### src/rtl/spi_txn_arbiter.sv
// Round-robin arbiter sharing one SPI master between NUM_REQ requesters.
// Optional watchdog on the busy handshakes: define SPI_ARB_TIMEOUT_EN.
module spi_txn_arbiter #(
  parameter int NUM_REQ   = 4,
  parameter int DATA_SIZE = 8,
  parameter int RX_SETTLE = 4,
  parameter int TIMEOUT   = 255
) (
  input  logic                           clk_i,
  input  logic                           rst_i,
  input  logic [NUM_REQ-1:0]             req_i,
  input  logic [NUM_REQ-1:0]             cfg_cpol_i,
  input  logic [NUM_REQ-1:0]             cfg_cpha_i,
  input  logic [NUM_REQ*DATA_SIZE-1:0]   txdata_i,
  output logic [NUM_REQ-1:0]             gnt_o,
  output logic [NUM_REQ-1:0]             done_o,
  output logic [NUM_REQ-1:0]             err_o,
  output logic [DATA_SIZE-1:0]           rxdata_o,
  output logic                           spi_start_o,
  output logic                           spi_cpol_o,
  output logic                           spi_cpha_o,
  output logic [DATA_SIZE-1:0]           spi_txdata_o,
  input  logic                           spi_busy_i,
  input  logic [DATA_SIZE-1:0]           spi_rxdata_i,
  output logic [NUM_REQ-1:0]             cs_n_o
);
  localparam int IW = (NUM_REQ > 1) ? $clog2(NUM_REQ) : 1;
  localparam int SW = $clog2(RX_SETTLE + 1);

  typedef enum logic [6:0] {
    IDLE      = 7'b0000001,
    SETUP     = 7'b0000010,
    LAUNCH    = 7'b0000100,
    WAIT_BUSY = 7'b0001000,
    WAIT_IDLE = 7'b0010000,
    SETTLE    = 7'b0100000,
    DONE      = 7'b1000000
  } state_t;

  state_t          state, state_nx;
  logic [IW-1:0]   ptr, idx, sel, cand;
  logic            found;
  logic [SW-1:0]   settle_cnt;
  logic            tmo_hit, timed_out;

`ifdef SPI_ARB_TIMEOUT_EN
  localparam int TW = $clog2(TIMEOUT + 1);
  logic [TW-1:0] tmo_cnt;

  always_ff @(posedge clk_i or negedge rst_i) begin
    if (!rst_i)                                       tmo_cnt <= '0;
    else if (state_nx != state)                       tmo_cnt <= '0;
    else if (state == WAIT_BUSY || state == WAIT_IDLE) tmo_cnt <= tmo_cnt + TW'(1);
  end

  assign tmo_hit   = (tmo_cnt == TW'(TIMEOUT - 1));
  assign timed_out = (state == WAIT_BUSY || state == WAIT_IDLE) && (state_nx == DONE);
`else
  assign tmo_hit   = 1'b0;
  assign timed_out = 1'b0;
`endif

  // Search starts just after the last served requester, wrapping around.
  always_comb begin
    sel   = '0;
    found = 1'b0;
    cand  = '0;
    for (int unsigned i = 0; i < NUM_REQ; i++) begin
      cand = IW'((32'(ptr) + i + 1) % NUM_REQ);
      if (!found && req_i[cand]) begin
        found = 1'b1;
        sel   = cand;
      end
    end
  end

  always_ff @(posedge clk_i or negedge rst_i) begin
    if (!rst_i) state <= IDLE;
    else        state <= state_nx;
  end

  always_comb begin
    state_nx = state;
    unique case (state)
      IDLE:      if (found) state_nx = SETUP;
      SETUP:     state_nx = LAUNCH;
      LAUNCH:    state_nx = WAIT_BUSY;
      WAIT_BUSY: if (spi_busy_i) state_nx = WAIT_IDLE;
                 else if (tmo_hit) state_nx = DONE;
      WAIT_IDLE: if (!spi_busy_i) state_nx = SETTLE;
                 else if (tmo_hit) state_nx = DONE;
      SETTLE:    if (settle_cnt == '0) state_nx = DONE;
      DONE:      state_nx = IDLE;
      default:   state_nx = IDLE;
    endcase
  end

  // Chip-select follows the master's busy combinationally.
  always_comb begin
    cs_n_o = '1;
    if (state == WAIT_BUSY || state == WAIT_IDLE || state == SETTLE)
      cs_n_o[idx] = ~spi_busy_i;
  end

  always_ff @(posedge clk_i or negedge rst_i) begin
    if (!rst_i) begin
      gnt_o        <= '0;
      done_o       <= '0;
      err_o        <= '0;
      rxdata_o     <= '0;
      spi_start_o  <= 1'b0;
      spi_cpol_o   <= 1'b0;
      spi_cpha_o   <= 1'b0;
      spi_txdata_o <= '0;
      ptr          <= IW'(NUM_REQ - 1);
      idx          <= '0;
      settle_cnt   <= '0;
    end else begin
      // Outputs are registered from the next state so they line up with it.
      spi_start_o <= (state_nx == WAIT_BUSY);
      done_o      <= '0;
      err_o       <= '0;
      if (state_nx == DONE) begin
        done_o <= gnt_o;
        if (timed_out) begin
          err_o    <= gnt_o;
          rxdata_o <= '1;
        end
      end
      case (state)
        IDLE: if (found) begin
          idx          <= sel;
          gnt_o        <= NUM_REQ'(1) << sel;
          spi_cpol_o   <= cfg_cpol_i[sel];
          spi_cpha_o   <= cfg_cpha_i[sel];
          spi_txdata_o <= txdata_i[sel*DATA_SIZE +: DATA_SIZE];
        end
        WAIT_IDLE: if (!spi_busy_i) settle_cnt <= SW'(RX_SETTLE - 1);
        SETTLE: begin
          if (settle_cnt == '0) rxdata_o <= spi_rxdata_i;
          else                  settle_cnt <= settle_cnt - SW'(1);
        end
        DONE: begin
          gnt_o <= '0;
          ptr   <= idx;
        end
        default: ;
      endcase
    end
  end
endmodule

### config.mk
export PLATFORM = sky130hd
export DESIGN_NAME = spi_txn_arbiter
export DESIGN_NICKNAME = d
export VERILOG_FILES = /design/src/rtl/spi_txn_arbiter.sv
export SDC_FILE = /design/constraint.sdc
export NUM_CORES = 1
export LEC_CHECK = 0
export ABC_AREA = 0
export ABC_CLOCK_PERIOD_IN_PS = 2800
export CORE_ASPECT_RATIO = 1.4
export CORE_MARGIN = 5
export CORE_UTILIZATION = 48
export CTS_BUF_LIST = sky130_fd_sc_hd__clkbuf_4 sky130_fd_sc_hd__clkbuf_8
export DETAILED_ROUTE_END_ITERATION = 10
export PLACE_DENSITY = 0.88
export SYNTH_ARGS = -nofsm -noshare
export SYNTH_HDL_FRONTEND = slang
export SYNTH_SLANG_ARGS = --single-unit
### constraint.sdc
create_clock -name clk_i -period 2.8 [get_ports clk_i]
set_input_delay 0.7 -clock clk_i [delete_from_list [all_inputs] [get_ports clk_i]]
set_output_delay 0.7 -clock clk_i [all_outputs]
set_load 0.03 [all_outputs]
==> reports/qor.log, run 1 <==
[die] Initial Utilization 49.3%
[clocking] Clock Latency Late Sink 0.29 ns
[timing] Fmax achieved 373 MHz
[clocking] total clock buffers created by CTS 5
[clocking] Reg clk slew, reported paths 0.08 ns
[critical_path] reg-to-reg critical path startpoint state[1]$_DFF_PN0_
[synthesis] leading cell types by count after synthesis sky130_fd_sc_hd__dfrtp_1, sky130_fd_sc_hd__nand2_1, sky130_fd_sc_hd__mux2i_1, sky130_fd_sc_hd__nor2_1, sky130_fd_sc_hd__o221ai_2
[synthesis] post-synthesis area per instance 11.1 um^2
[hold_path] worst hold path type reg -> reg
[die] number of placement rows 29
[synthesis] number of synthesized flops with an enable pin 0
[cells_and_area] Area Growth Syn to Fin 47.0%
[clocking] maximum root-to-sink buffer count 2
[power] power share of the sequential group 33.1%
[clocking] Hold Buf Count CTS 0
[place] number of buffers added on ports 85
[power] Clk network pwr share 18.4%
[critical_path] crit start category register
[synthesis] share of the synthesized area in the top cell type 42.5%
[global_routing] residual overflow from global routing 0
[synthesis] synthesized instance count 202
[drt] average wire per standard cell 15.3 um
[global_routing] Total GRT Usage 19.0%
[critical_path] highest net fanout along the worst path 3
[clocking] total number of H-tree levels 2
[drt] Total Wirelength 5460 um
[drt] post-detailed-route count of antenna-violating nets 0
[hold_path] worst hold stages 1
[die] core footprint 4540 um^2
[drt] drt first pass iters 5
[hold_path] source of the worst hold timing path rxdata_o[3]$_DFFE_PN0P_
[critical_path] CP Capture Type output port
[timing] final number of hold-violating endpoints 0
[timing] final worst path period need 2.68 ns
[power] fraction of power consumed by combinational cells 48.5%
[cells_and_area] fin cells 357
[timing] measured slew at the worst slew-check pin 0.891 ns
[clocking] post-CTS setup repair buffer count 0
[global_routing] wire length of the first global-routing pass 9030 um
[synthesis] count of different cell masters after synthesis 49
[critical_path] RR Endpoint rxdata_o[7]$_DFFE_PN0P_
[status] run status finished clean
[cells_and_area] post-layout utilization of the core 72.5%
[clocking] clock tree from TritonCTS yes
[critical_path] path type of the worst setup path reg -> out
[timing] hold slack 0.487 ns
[drt] number of remaining DRC errors 0
[critical_path] slack of the worst reg-to-reg path 0.79 ns
[die] I/O Pins 90
[global_routing] number of antenna violations at the first check in global routing 0
[timing] final critical-path share of the clock period 95.8%
[synthesis] leading cell types by total area after synthesis sky130_fd_sc_hd__dfrtp_1, sky130_fd_sc_hd__mux2i_1, sky130_fd_sc_hd__o221ai_2
[power] highest ir drop seen on vdd 471 uV
[synthesis] biggest area consumer among synthesized cells sky130_fd_sc_hd__dfrtp_1
[place] detailed-placement wirelength estimate 4340 um
[timing] number of pins exceeding their max-slew limit in the final report 0
[synthesis] async set-reset flop share out of synthesis 100%
[hold_path] endpoint with the worst hold slack rxdata_o[3]$_DFFE_PN0P_
[cells_and_area] proportion of layout cells with a drive suffix above 1 17.6%
[timing] Setup violations, final 0
[timing] Clock Skews 0.00289 ns
[synthesis] library cell with the highest instance count after synthesis sky130_fd_sc_hd__dfrtp_1
[global_routing] number of global-route vias before repair 1,972
[place] count of placed standard cells including taps 349
[place] RePlAce Congestion 0.854
[die] chip width 67.7 um
[synthesis] Syn Std Cell Area 2240 um^2
[cells_and_area] antenna fix cells 0
[drt] Vias per Instance 5.23
[flow_run] count of max-cap constraint violations 0
[critical_path] number of cells on the worst reg-to-reg path 6
[synthesis] Ys Warns 0
[drt] DR iter-0 viols 78
[clocking] buffer type at the clock tree root sky130_fd_sc_hd__clkbuf_8
[power] Lkg Pwr 1.41 nW
[power] switching part of the total power 39.0%
[cells_and_area] fin nets 351
[timing] setup repair after global routing missed its margin false
[clocking] CTS Sinks 41
[timing] relative slew slack 40.6%
[synthesis] flip-flop cell with the highest count after synthesis sky130_fd_sc_hd__dfrtp_1
[power] internal cell power 1.59 mW
[critical_path] arrival time of data at the critical path endpoint 1.98 ns
[critical_path] required time of the worst setup path 2.10 ns
[power] switching power of the nets 1.01 mW
[synthesis] share of the yosys chip area belonging to registers 46.0%
[cells_and_area] Fill cells 343
[die] die area 6150 um^2
[power] Power Density 791 nW/um^2
[die] die boundary height 90.8 um
[synthesis] Yosys reg bits 41
[drt] vias after detailed routing 1,867
[global_routing] largest net degree at the start of global routing 42
[layout make-up]
cell class / count / area [um^2] / area share [%]
Timing Repair Buffer: 97 / 936 / 28.5
Clock inverter: 3 / 46.3 / 1.41
Clock buffer: 5 / 68.8 / 2.09
Tap cell: 62 / 77.6 / 2.36
Sequential cell: 41 / 1030 / 31.3
Multi-Input combinational cell: 144 / 1110 / 33.6
Inverter: 5 / 23.8 / 0.723
[worst max-delay path by stage]
stage                             startpoint         to  slack, ns  depth (start not counted)
final                     state[1]$_DFF_PN0_  cs_n_o[1]       0.12                          5
after global routing      state[1]$_DFF_PN0_  cs_n_o[2]       0.05                          7
after CTS                         spi_busy_i  cs_n_o[0]      -0.06                          5
after detailed placement          spi_busy_i  cs_n_o[0]      -0.37                          5
after global placement            spi_busy_i  cs_n_o[1]      -0.27                          5
after floorplan           state[1]$_DFF_PN0_  cs_n_o[0]       0.50                          4
[critical path, stage by stage (launching register included)]
cell and delay (ns):
sky130_fd_sc_hd__dfrtp_1 0.40, sky130_fd_sc_hd__or3_4 0.40, sky130_fd_sc_hd__nor3b_4 0.24, sky130_fd_sc_hd__o311ai_4 0.13, sky130_fd_sc_hd__or3_1 0.33, sky130_fd_sc_hd__buf_2 0.19
[placed cells by master, fill, tap and decap left out, drive strengths merged, types with 3 or more instances in the layout]
master         synthesis  final
o21ai                  9      9
conb                   1      4
buf                   12     17
a21oi                  4      4
dfstp                  3      3
mux2i                 20     20
nor2                  14     14
nor2b                  4      4
inv                    5      5
mux2                   9      9
and2                   6      6
clkbuf                 3      5
o2bb2ai                4      4
nor4                   3      3
nor3b                  3      3
nand2                 24     24
a21o                   3      3
dfrtp                 38     38
or3                    4      4
nand2b                 4      4
clkdlybuf4s50          0     79
o221ai                10     10
[registers in the layout (all words and copies together), names as in the netlist]
name and flops:
rxdata_o 8, spi_cpha_o 1, settle_cnt 3, gnt_o 4, spi_txdata_o 8, done_o 4
state 7, spi_start_o 1, ptr 2, idx 2, spi_cpol_o 1
[logic make-up (layout without fill, tap and decap cells)]
logic type	Yosys count	after routing	synth area share (%)
AO/OA/AOI/OAI	35	35	13.6
multiplexers	29	29	13.5
XOR/XNOR	3	3	1.17
flip-flops	41	41	46.0
adder cells (fa/ha/maj)	2	2	1.12
buffers and inverters	20	110	6.43
other	1	4	0.168
AND/OR/NAND/NOR	71	71	18.0
[power by group through the flow]
stage | Sequential (mW) | Clock (mW) | Combinational, mW
floorplan | 1.05 | 0 | 0.641
global placement | 0.862 | 0 | 1.22
detailed placement | 0.867 | 0 | 1.26
global route | 0.882 | 0.524 | 1.36
CTS | 0.859 | 0.495 | 1.26
finish | 0.861 | 0.477 | 1.26
[repair_timing]
action,4_1_cts,5_1_grt
pin swaps,0,1
gates cloned,0,0
setup endpoints to repair,4,4
gates resized for setup,18,12
[through the flow]
stage / TNS, ns / setup WS, ns / total power, mW / cell area [um^2]
2_1_floorplan: 0 / 0.498 / 1.69 / 2250
3_3_place_gp: -1.03 / -0.275 / 2.08 / 3150
3_5_place_dp: -1.43 / -0.371 / 2.13 / 3150
4_1_cts: -0.0624 / -0.0624 / 2.62 / 3260
5_1_grt: 0 / 0.0547 / 2.77 / 3290
6_report: 0 / 0.117 / 2.60 / 3290
[metal layers]
| layer | wire length [um] | GRT usage [%] | vias to the layer above |
|---|---|---|---|
| met5 | 0 | 0 | - |
| met4 | 71 | 4.74 | 0 |
| met3 | 304 | 4.98 | 6 |
| met2 | 3090 | 34.6 | 52 |
| met1 | 2000 | 20.9 | 914 |
| li1 | - | - | 895 |
Note: power is estimated with default switching activity, not from simulation.
==> run 2, diff against run 1 <==
ABC_CLOCK_PERIOD_IN_PS = 2400   (was 2800)
CORE_UTILIZATION = 40   (was 48)
PLACE_DENSITY = 0.78   (was 0.88)
clock period = 2.4 ns   (was 2.8 ns; I/O delays follow)
==> run 2 against run 1 <==
Setup slack worse by 0.27 ns. The run now ends with setup timing left. Worst hold slack got worse by 0.13 ns. Critical path depth did not move. Via count rose by 0.70%. Largest power group unchanged.
==> reports/qor.log, run 2 (synthesis results as in run 1) <==
[critical_path] reg-to-reg critical path startpoint state[6]$_DFF_PN0_
[cells_and_area] fin nets 358 [+2.0%]
[timing] Setup violations, final 2 [+2]
[timing] measured slew at the worst slew-check pin 0.526 ns [-0.365 ns]
[global_routing] wire length of the first global-routing pass 8930 um [-1.2%]
[place] detailed-placement wirelength estimate 4240 um [-2.4%]
[critical_path] RR Endpoint rxdata_o[0]$_DFFE_PN0P_
[die] chip width 73.2 um [+8.1%]
[place] number of buffers added on ports 85 [unchanged]
[critical_path] stages on the worst setup path 5 [unchanged]
[critical_path] arrival time of data at the critical path endpoint 1.95 ns [-0.03 ns]
[timing] hold slack 0.353 ns [-0.134 ns]
[timing] Clock Skews 0.00995 ns [+0.00706 ns]
[critical_path] highest net fanout along the worst path 4 [+1]
[cells_and_area] biggest regs rxdata_o: 8 flops, spi_txdata_o: 8 flops, state: 7 flops
[die] die area 7210 um^2 [+17%]
[drt] average wire per standard cell 14.7 um [-3.7%]
[critical_path] worst path buffer plus inverter count 1 [unchanged]
[critical_path] first element of the critical path state[0]$_DFF_PN1_
[clocking] maximum root-to-sink buffer count 2 [unchanged]
[clocking] clock tree from TritonCTS yes
[timing] sum of negative setup slack -0.297 ns [-0.297 ns]
[hold_path] worst hold path type in -> async
[critical_path] cell class contributing the biggest share of worst-path delay simple AND/OR/NAND/NOR gates
[clocking] CTS Sinks 41 [unchanged]
[clocking] Clock Latency Late Sink 0.29 ns [about the same]
[place] count of placed standard cells including taps 361 [+3.4%]
[timing] number of pins exceeding their max-slew limit in the final report 0 [unchanged]
[timing] setup repair after global routing missed its margin true
[die] I/O Pins 90 [unchanged]
[critical_path] slack of the worst reg-to-reg path 0.39 ns [-0.40 ns]
[power] Power Density 914 nW/um^2 [+16%]
[die] Initial Utilization 40.8% [-8.5 points]
[critical_path] crit start category register
[place] RePlAce Congestion 0.797 [-6.8%]
[die] core footprint 5490 um^2 [+21%]
[cells_and_area] post-layout utilization of the core 61.3% [-11 points]
[timing] minimum setup slack in the final design -0.149 ns [-0.266 ns]
[timing] relative slew slack 64.9% [+24 points]
[timing] final worst path period need 2.55 ns
[cells_and_area] proportion of layout cells with a drive suffix above 1 19.5% [+1.9 points]
[cells_and_area] commonest non-fill, non-tap cells in the layout sky130_fd_sc_hd__clkdlybuf4s50_1, sky130_fd_sc_hd__dfrtp_1, sky130_fd_sc_hd__nand2_1
[global_routing] residual overflow from global routing 0 [unchanged]
[cells_and_area] fin cells 370 [+3.6%]
[clocking] total clock buffers created by CTS 5 [unchanged]
[critical_path] critical path endpoint cs_n_o[1]
[drt] Total Wirelength 5450 um [-0.18%]
[drt] DR iter-0 viols 83 [+6.4%]
[global_routing] largest net degree at the start of global routing 42 [unchanged]
[timing] final number of hold-violating endpoints 0 [unchanged]
[power] Final Power 3.07 mW [+18%]
[power] highest ir drop seen on vdd 477 uV [+1.4%]
[global_routing] number of global-route vias before repair 1,998 [+1.3%]
[timing] Fmax achieved 392 MHz
[drt] post-detailed-route count of antenna-violating nets 0 [unchanged]
[drt] drt first pass iters 4 [-1]
[global_routing] number of antenna violations at the first check in global routing 0 [unchanged]
[cells_and_area] Fill cells 447 [+30%]
[global_routing] Total GRT Usage 15.7% [-3.3 points]
[die] number of placement rows 32 [+10%]
[cells_and_area] antenna fix cells 0 [unchanged]
[status] run status finished with violations
[critical_path] CP Capture Type output port
[flow_run] count of max-cap constraint violations 0 [unchanged]
[critical_path] number of cells on the worst reg-to-reg path 7 [+1]
[die] die boundary height 98.5 um [+8.5%]
[drt] number of remaining DRC errors 0 [unchanged]
[timing] final critical-path share of the clock period 106%
[critical_path] cell at the slowest stage of the critical path sky130_fd_sc_hd__or3_4
[cells_and_area] Area Growth Syn to Fin 50.2%
[cells_and_area] most common cell after layout, fill and taps aside sky130_fd_sc_hd__clkdlybuf4s50_1
[drt] Vias per Instance 5.08 [-2.8%]
[clocking] Reg clk slew, reported paths 0.09 ns [about the same]
[critical_path] slowest cell delay on critical path 0.40 ns [about the same]
[status] failing checks setup timing
[critical_path] path type of the worst setup path reg -> out
[clocking] total number of H-tree levels 2 [unchanged]
[critical_path] ordered list of cells on the worst path or3_4, nor3b_4, o311ai_4, or3_1, buf_6
[critical_path] required time of the worst setup path 1.80 ns [-0.30 ns]
[clocking] buffer type at the clock tree root sky130_fd_sc_hd__clkbuf_8
[power] Lkg Pwr 1.45 nW [+3.0%]
[clocking] Hold Buf Count CTS 0 [unchanged]
[drt] vias after detailed routing 1,880 [+0.70%]
## run 2: what timing repair did
action                                  in CTS  in global routing
endpoints found under the setup margin       4                  4
gates resized for setup                     31                  1
buffers inserted                             0                  1
pin swaps                                    2                  1
## run 2: final cells by class
| class | count | area, um^2 | share of cell area, % |
|---|---|---|---|
| inverters | 5 | 23.8 | 0.707 |
| repair buffers | 104 | 998 | 29.7 |
| clock buffers | 6 | 76.3 | 2.27 |
| multi-input cells | 144 | 1110 | 33.0 |
| well taps | 68 | 85.1 | 2.53 |
| flip-flops and latches | 41 | 1030 | 30.6 |
| clock inverters | 2 | 38.8 | 1.15 |
## run 2: worst min-delay path by stage
stage                                         start  depth (start not counted)                         to  slack [ns]
after detailed placement    rxdata_o[3]$_DFFE_PN0P_                          1    rxdata_o[3]$_DFFE_PN0P_        0.47
after global placement    settle_cnt[0]$_DFFE_PN0P_                          1  settle_cnt[0]$_DFFE_PN0P_        0.45
after floorplan                               rst_i                          0        done_o[0]$_DFF_PN0_        0.30
after global routing                          rst_i                          2      spi_start_o$_DFF_PN0_        0.40
after CTS                                     rst_i                          2      spi_start_o$_DFF_PN0_        0.37
final                                         rst_i                          2      spi_start_o$_DFF_PN0_        0.35
## run 2: report_power, final
part | switching (mW) | leakage (nW) | internal (mW)
Combinational | 0.811 | 0.863 | 0.682
Clock | 0.251 | 0.0588 | 0.324
Sequential | 0.124 | 0.531 | 0.881
## run 2: per-layer routing
metal	part of all wire, %	track usage, %	vias to the layer above
met5	0	0	-
met4	1.6	5.26	0
met3	7.3	5.31	8
met2	54	27.8	57
met1	37	17.0	910
li1	-	-	905
## run 2: stage by stage
stage / worst slack (ns) / instance area (um^2)
global route: -0.236 / 3360
global placement: -0.522 / 3210
floorplan: 0.198 / 2250
detailed placement: -0.580 / 3210
finish: -0.149 / 3360
CTS: -0.146 / 3350
==> run 3, diff against run 2 <==
CORE_MARGIN = unset   (was 5)
RECOVER_POWER = 50   (was unset)
==> run 3 against run 2 <==
The run still ends with setup timing left. Worst hold slack better by 0.13 ns. Wire length is 3.2% lower. Utilization is 2.7 points higher. Critical path depth stayed put. Critical path type unchanged. Largest power group unchanged. Power is 1.2% lower. Clock power is 20% lower. Register-to-register slack worse by 0.35 ns. Sequential share of layout area is 0.15 points lower. First-iteration DRC count is 9.6% lower. Non-clock buffer count is 9 higher. Setup slack better by 0.0034 ns. Via count is 3.7% higher.
==> reports/qor.log, run 3 (synthesis results as in run 1) <==
[status] run status finished with violations
[global_routing] number of antenna violations at the first check in global routing 0 [unchanged]
[timing] number of pins exceeding their max-slew limit in the final report 0 [unchanged]
[timing] minimum setup slack in the final design -0.146 ns [+0.00345 ns]
[cells_and_area] biggest regs rxdata_o: 8 flops, spi_txdata_o: 8 flops, state: 7 flops
[power] Power Density 898 nW/um^2 [-1.7%]
[critical_path] highest net fanout along the worst path 3 [-1]
[clocking] clock tree from TritonCTS yes
[timing] Clock Skews 0.00518 ns [-0.00477 ns]
[clocking] Hold Buf Count CTS 0 [unchanged]
[clocking] maximum root-to-sink buffer count 2 [unchanged]
[place] detailed-placement wirelength estimate 4170 um [-1.6%]
[timing] measured slew at the worst slew-check pin 1.20 ns [+0.677 ns]
[die] I/O Pins 90 [unchanged]
[global_routing] residual overflow from global routing 0 [unchanged]
[place] RePlAce Congestion 0.765 [-3.9%]
[drt] post-detailed-route count of antenna-violating nets 0 [unchanged]
[die] die area 5900 um^2 [-18%]
[critical_path] arrival time of data at the critical path endpoint 1.95 ns [about the same]
[clocking] total number of H-tree levels 2 [unchanged]
[timing] final worst path period need 2.55 ns [-0.00345 ns]
[cells_and_area] proportion of layout cells with a drive suffix above 1 19.3% [-0.24 points]
[critical_path] crit start category register
[cells_and_area] antenna fix cells 0 [unchanged]
[timing] final critical-path share of the clock period 106% [-0.14 points]
[cells_and_area] most common cell after layout, fill and taps aside sky130_fd_sc_hd__clkdlybuf4s50_1
[timing] setup repair after global routing missed its margin true
[critical_path] CP Capture Type output port
[clocking] total clock buffers created by CTS 5 [unchanged]
[timing] relative slew slack 19.8% [-45 points]
[drt] vias after detailed routing 1,949 [+3.7%]
[drt] drt first pass iters 5 [+1]
[clocking] Reg clk slew, reported paths 0.09 ns [about the same]
[die] core footprint 5280 um^2 [-3.8%]
[global_routing] wire length of the first global-routing pass 8780 um [-1.7%]
[cells_and_area] Fill cells 433 [-3.1%]
[drt] DR iter-0 viols 75 [-9.6%]
[drt] Vias per Instance 5.17 [+1.7%]
[place] placement-stage cell area 3280 um^2 [+2.4%]
[drt] number of remaining DRC errors 0 [unchanged]
[timing] Fmax achieved 393 MHz [+0.14%]
[die] Initial Utilization 42.4% [+1.6 points]
[global_routing] number of global-route vias before repair 1,965 [-1.7%]
[clocking] Clock Latency Late Sink 0.30 ns [about the same]
[cells_and_area] final cell area excluding filler cells 3380 um^2 [+0.48%]
[cells_and_area] Area Growth Syn to Fin 51.0%
[global_routing] largest net degree at the start of global routing 24 [-43%]
[flow_run] count of max-cap constraint violations 0 [unchanged]
[timing] sum of negative setup slack -0.435 ns [-0.138 ns]
[timing] final number of hold-violating endpoints 0 [unchanged]
[clocking] CTS Sinks 41 [unchanged]
[die] die boundary height 90.5 um [-8.1%]
[drt] average wire per standard cell 14.0 um [-5.0%]
[die] chip width 65.2 um [-11%]
[place] number of buffers added on ports 85 [unchanged]
[status] failing checks setup timing
[cells_and_area] commonest non-fill, non-tap cells in the layout sky130_fd_sc_hd__clkdlybuf4s50_1, sky130_fd_sc_hd__dfrtp_1, sky130_fd_sc_hd__nand2_1
[timing] Setup violations, final 4 [+2]
[global_routing] Total GRT Usage 19.4% [+3.7 points]
[drt] Total Wirelength 5280 um [-3.2%]
[critical_path] path type of the worst setup path reg -> out
[cells_and_area] fin nets 367 [+2.5%]
[power] highest ir drop seen on vdd 551 uV [+15%]
[power] Lkg Pwr 1.47 nW [+0.98%]
[hold_path] worst hold path type reg -> reg
[clocking] buffer type at the clock tree root sky130_fd_sc_hd__clkbuf_8
[die] number of placement rows 31 [-3.1%]
[critical_path] required time of the worst setup path 1.80 ns [about the same]
-- run 3: layer usage --
layer,global-route usage [%],wire [um],vias to the layer above
li1,-,-,927
met1,21.4,1950,950
met2,34.3,2990,65
met3,4.67,256,7
met4,8.15,81,0
met5,0,0,-
-- run 3: path summary, 6_finish.rpt --
check,slack (ns),cells after the start,end,from
hold reg to reg,0.48,1,settle_cnt[0]$_DFFE_PN0P_,settle_cnt[0]$_DFFE_PN0P_
setup / recovery,-0.15,5,cs_n_o[1],state[1]$_DFF_PN0_
hold / removal,0.48,1,settle_cnt[0]$_DFFE_PN0P_,settle_cnt[0]$_DFFE_PN0P_
max in group asynchronous,0.83,2,rxdata_o[7]$_DFFE_PN0P_,rst_i
setup reg to reg,0.04,7,rxdata_o[1]$_DFFE_PN0P_,state[1]$_DFF_PN0_
min in group asynchronous,0.52,1,settle_cnt[1]$_DFFE_PN0P_,rst_i
-- run 3: repair_timing --
item	4_1_cts	5_1_grt
setup endpoints to repair	4	4
gates resized for setup	32	0
setup buffers	1	0
pin swaps	1	0
-- run 3: metrics by stage --
stage / setup slack [ns] / utilization, % / total power [mW] / hold slack (ns) / std cells
floorplan: 0.198 / - / 1.97 / 0.304 / 205
global placement: -0.478 / 62.3 / 2.55 / 0.451 / 368
detailed placement: -0.536 / 62.3 / 2.58 / 0.467 / 368
CTS: -0.127 / 64.6 / 3.09 / 0.263 / 377
global route: -0.241 / 64.0 / 3.22 / 0.489 / 377
finish: -0.146 / 64.0 / 3.03 / 0.480 / 377
-- run 3: final cells by class --
cell class                 instances  area, um^2  area share, %
multi-input combinational        144        1080           32.0
timing repair buffer             113        1070           31.6
sequential                        41        1030           30.5
tap                               66        82.6           2.45
clock buffer                       5        68.8           2.04
inverter                           5        23.8          0.704
clock inverter                     3        22.5          0.667
-- run 3: worst max-delay path: stages (launching register included) --
cell and delay (ns):
sky130_fd_sc_hd__dfrtp_1 0.39, sky130_fd_sc_hd__or3_4 0.39, sky130_fd_sc_hd__nor3b_4 0.20, sky130_fd_sc_hd__o311ai_2 0.15, sky130_fd_sc_hd__or3_1 0.36, sky130_fd_sc_hd__buf_6 0.15
-- run 3: report_power, final --
group          internal, mW  switching (mW)
clock                 0.206           0.256
combinational         0.750           0.819
sequential            0.881           0.121
